File: src/rtl/adder_arbiter_pkg.sv
// Shared definitions for the two-requester adder arbiter: state encoding,
// requester ids and the default operand width.
package adder_arbiter_pkg;

  typedef enum logic {
    IDLE = 1'b0,
    RESP = 1'b1
  } state_t;

  localparam logic REQ0 = 1'b0;
  localparam logic REQ1 = 1'b1;

  localparam int DEFAULT_WIDTH = 4;

endpackage

File: src/rtl/adder_arbiter_adder.sv
// Plain ripple-carry adder: {c, s} = a + b, one full-adder cell per bit.
module adder #(
  parameter int WIDTH = 4
) (
  input  logic [WIDTH-1:0] a,
  input  logic [WIDTH-1:0] b,
  output logic [WIDTH-1:0] s,
  output logic             c
);

  logic [WIDTH:0] carry;

  assign carry[0] = 1'b0;

  for (genvar i = 0; i < WIDTH; i++) begin : g_bit
    assign s[i]       = a[i] ^ b[i] ^ carry[i];
    assign carry[i+1] = (a[i] & b[i]) | (carry[i] & (a[i] ^ b[i]));
  end

  assign c = carry[WIDTH];

endmodule

File: src/rtl/adder_arbiter.sv
// Round-robin arbiter that accepts one operand pair from two requesters,
// adds it through a single shared adder and holds the result until consumed.
module adder_arbiter
  import adder_arbiter_pkg::*;
#(
  parameter int WIDTH = DEFAULT_WIDTH
) (
  input  logic             clk,
  input  logic             rst_n,
  input  logic             req0_valid,
  input  logic [WIDTH-1:0] req0_a,
  input  logic [WIDTH-1:0] req0_b,
  output logic             req0_ready,
  input  logic             req1_valid,
  input  logic [WIDTH-1:0] req1_a,
  input  logic [WIDTH-1:0] req1_b,
  output logic             req1_ready,
  output logic             rsp_valid,
  input  logic             rsp_ready,
  output logic [WIDTH-1:0] rsp_sum,
  output logic             rsp_carry,
  output logic             rsp_id,
  output state_t           state_dbg
);

  state_t           state;
  logic             last_grant;
  logic             grant;
  logic [WIDTH-1:0] op_a;
  logic [WIDTH-1:0] op_b;
  logic [WIDTH-1:0] sum;
  logic             carry;
  logic             accept;

  // On a tie the requester that did not win last time is served.
  always_comb begin
    grant = REQ0;
    if (req0_valid && req1_valid) begin
      grant = ~last_grant;
    end else if (req1_valid) begin
      grant = REQ1;
    end
  end

  // Handshake: a transfer happens on an edge where valid and ready are both
  // high; ready never depends on anything but state, grant, valid and reset.
  assign req0_ready = rst_n && (state == IDLE) && (grant == REQ0) && req0_valid;
  assign req1_ready = rst_n && (state == IDLE) && (grant == REQ1) && req1_valid;
  assign accept     = req0_ready || req1_ready;

  assign op_a = (grant == REQ1) ? req1_a : req0_a;
  assign op_b = (grant == REQ1) ? req1_b : req0_b;

  adder #(.WIDTH(WIDTH)) u_adder (
    .a (op_a),
    .b (op_b),
    .s (sum),
    .c (carry)
  );

  always_ff @(posedge clk) begin
    if (!rst_n) begin
      state      <= IDLE;
      last_grant <= REQ1;
      rsp_valid  <= 1'b0;
      rsp_sum    <= '0;
      rsp_carry  <= 1'b0;
      rsp_id     <= REQ0;
    end else begin
      case (state)
        IDLE: begin
          if (accept) begin
            state      <= RESP;
            last_grant <= grant;
            rsp_valid  <= 1'b1;
            rsp_sum    <= sum;
            rsp_carry  <= carry;
            rsp_id     <= grant;
          end
        end
        RESP: begin
          if (rsp_ready) begin
            state     <= IDLE;
            rsp_valid <= 1'b0;
          end
        end
        default: begin
          state     <= IDLE;
          rsp_valid <= 1'b0;
        end
      endcase
    end
  end

  assign state_dbg = state;

endmodule

File: config.mk
export PLATFORM = sky130hd
export DESIGN_NAME = adder_arbiter
export DESIGN_NICKNAME = d
export VERILOG_FILES = /design/src/rtl/adder_arbiter_pkg.sv /design/src/rtl/adder_arbiter_adder.sv /design/src/rtl/adder_arbiter.sv
export SDC_FILE = /design/constraint.sdc
export NUM_CORES = 1
export LEC_CHECK = 0
export ABC_AREA = 1
export CAP_MARGIN = 30
export CORE_MARGIN = 5
export CORE_UTILIZATION = 36
export CTS_CLUSTER_DIAMETER = 200
export CTS_CLUSTER_SIZE = 8
export DETAILED_ROUTE_END_ITERATION = 10
export PLACE_DENSITY = 0.74
export SLEW_MARGIN = 20
export SYNTH_ARGS = -nofsm -noshare
export SYNTH_HDL_FRONTEND = slang
export SYNTH_SLANG_ARGS = --single-unit
File: constraint.sdc
create_clock -name clk -period 2.3 [get_ports clk]
set_clock_uncertainty 0.15 [all_clocks]
set_input_delay 0.345 -clock clk [delete_from_list [all_inputs] [get_ports clk]]
set_output_delay 0.345 -clock clk [all_outputs]
set_load 0.01 [all_outputs]
==> impl_metrics.yaml <==
outcome:
  outcome: "finished, violations left"
  violations: "setup timing"
critical_path:
  crit_buf_inv: 3
  crit_family: "adder cells"
  cpMostUsedCell: "fa_2"
  r2r_start: "last_grant"
  crit_path_start: "req1_a[0]"
  cp-end-kind: "flip-flop"
  crit_fanout: 1
  slowest_stage: "clkdlybuf4s50_1"
  crit_type: "input port to flip-flop"
  critPathMaxStageDelay_ps: 410
  cp_data_required_time_ps: 2340
  startpoint_type: "input port"
  worstPathArrival_ps: 2410
  worstPathCellList: "clkdlybuf4s50_1 -> nand3_2 -> nand2_4 -> ha_4 -> fa_2 -> fa_2 -> inv_2 -> fa_1 -> inv_1 -> nor2_2 -> nor2_1"
placed_design:
  gp_congestion: 0.748
  numPortBuffers: 30
  place_area_um2: 1050
  hpwl_um: 1430
  place_inst: 147
power:
  leakage_nw: 0.556
  share_comb_of_total_power: 0.432
  ir_drop_mv: 0.241
  p_switching_mw: 0.171
  seqPwrFrac: 0.344
  power.density_nw_per_um2: 467
  clkPwrFrac: 0.224
  p_int_mw: 0.360
  p_sw_frac: 0.321
timing:
  fin_crit_ps: 2370
  tightestPinTransition_ps: 212
  rsz0062_at_grt: "yes"
  fmax_mhz: 422
  finalSetupViolCount: 1
  hold_violations: 0
  worst_hold_slack_ps: 315
  fin_ws_ps: -67.2
  final.period_utilization: 1.03
  maxSlewHeadroom: 0.855
  slew_viol_final: 0
routing:
  drt-total-wl_um: 1710
  postRouteAntennaNets: 0
  firstDrtPassIters: 2
  drt_iter0_drc: 4
  routedWlPerCell_um: 11.3
  drc: 0
  vias: 677
  viasPerCell: 4.45
clock_network:
  clockBufferDepth: 2
  clk_pin_slew_ps: 60
  cts_made_buffers: 3
  cts_root_buf: "clkbuf_4"
  cts.sinks: 9
  cts_tree: "done"
  clkLatencyLatePin_ps: 260
  h-tree-depth: 1
logic_synthesis:
  synth.distinct_cells: 19
  netlist_area_um2: 662
  synth_nets: 111
  avgSynthCellArea_um2: 7.70
  synth_top_area_cell: "dfxtp_1"
  netlist_top_cells_area: "dfxtp_1 27%, nand2_1 14%, nand3_1 9.8%"
  yosys_warnings: 0
  synth_seq_area_share: 0.272
  ys_seq_elements: 9
  netlist.area_leader.share: 0.272
  synthCells: 86
cells_and_area:
  finalInstanceArea_um2: 1140
  nets: 153
  drive_gt1_frac: 0.291
  most-common-layout-cells: "26 x clkdlybuf4s50_1, 21 x nand2_1, 12 x nand3_1"
  diodes: 0
  instances_no_fill: 152
  mostFrequentLayoutCell: "clkdlybuf4s50_1"
  fill_cells: 144
  syn_to_final_growth_pct: 71.6
die:
  die_y_um: 52.9
  start_util: 0.379
  core_area_um2: 1750
  rows: 15
  dieArea_um2: 2800
  die_w_um: 52.9
  pin_count: 31
flow_run:
  cap_viol_max_count: 0
hold_path:
  hold_class: "flip-flop to flip-flop"
  hp-start: "rsp_id"
grt:
  grt_pass1_wl_um: 2810
  antenna_found_initial: 0
  grt_overflow: 0
  grt_max_degree: 11
  track_usage: 0.136
  grt_pass1_vias: 700
==> through the flow <==
stage	setup WS [ps]	utilization	power [mW]	setup TNS, ps
floorplan	-31.7	-	0.309	-31.7
global placement	-635	0.603	0.399	-1540
detailed placement	-698	0.603	0.405	-1690
CTS	-72.7	0.624	0.529	-72.7
global route	-146	0.651	0.568	-146
finish	-67.2	0.651	0.531	-67.2
==> area by class of cell <==
cell class,count,area [um^2],area share
Multi-Input combinational cell,62,470,0.414
Timing Repair Buffer,39,375,0.330
Sequential cell,9,184,0.162
Inverter,13,48.8,0.0430
Tap cell,25,31.3,0.0275
Clock buffer,4,26.3,0.0231
==> routing by layer <==
metal | part of all wire | track usage | routed length, um | up-vias
met5 | 0 | 0 | 0 | -
met4 | 0.017 | 0.0638 | 29 | 0
met3 | 0.056 | 0.0197 | 96 | 4
met2 | 0.48 | 0.236 | 827 | 24
met1 | 0.44 | 0.164 | 757 | 301
li1 | - | - | - | 348
==> worst register-to-register path, delay by kind of cell (launching register included) <==
kind / cells / cell delay, ps
adders and majority gates: 4 / 1240
DFF: 1 / 360
and+or+nand+nor: 6 / 410
buffers and inverters: 2 / 140
==> cell usage after synthesis, drive strengths merged <==
cell,number
nand2,27
nand3,14
inv,13
nor2,12
dfxtp,9
fa,3
buf,2
mux2i,2
a21oi,1
ha,1
nand4,1
o21ai,1
==> registers in the layout (all words and copies together) (netlist names) <==
register    count
last_grant      1
rsp_carry       1
rsp_id          1
rsp_sum         4
rsp_valid       1
state_dbg       1
==> cell families after synthesis <==
family | synth area share
and+or+nand+nor | 0.471
buffers and inverters | 0.102
DFF | 0.272
adders and majority gates | 0.110
AOI/OAI and AO/OA | 0.0151
muxes | 0.0302
==> worst paths after layout <==
check        slack [ps]  depth (start not counted)         end
min                 320                          2      rsp_id
max reg2reg         -60                         12  rsp_sum[3]
max                 -70                         11  rsp_sum[3]
min reg2reg         320                          2      rsp_id
==> power by group through the flow <==
stage / clock [mW] / sequential [mW] / combinational (mW)
floorplan: 0 / 0.193 / 0.116
global placement: 0 / 0.186 / 0.213
detailed placement: 0 / 0.186 / 0.219
CTS: 0.125 / 0.183 / 0.221
global route: 0.131 / 0.185 / 0.252
finish: 0.119 / 0.183 / 0.229
==> repair_timing <==
| action | 4_1_cts | 5_1_grt |
|---|---|---|
| setup endpoints to repair | 5 | 1 |
| pin swaps | 11 | 8 |
| resized for setup | 9 | 9 |
| hold buffers | 0 | 0 |
| gates cloned | 0 | 0 |
| buffers inserted | 0 | 1 |
(Power assumes the default switching activity.)
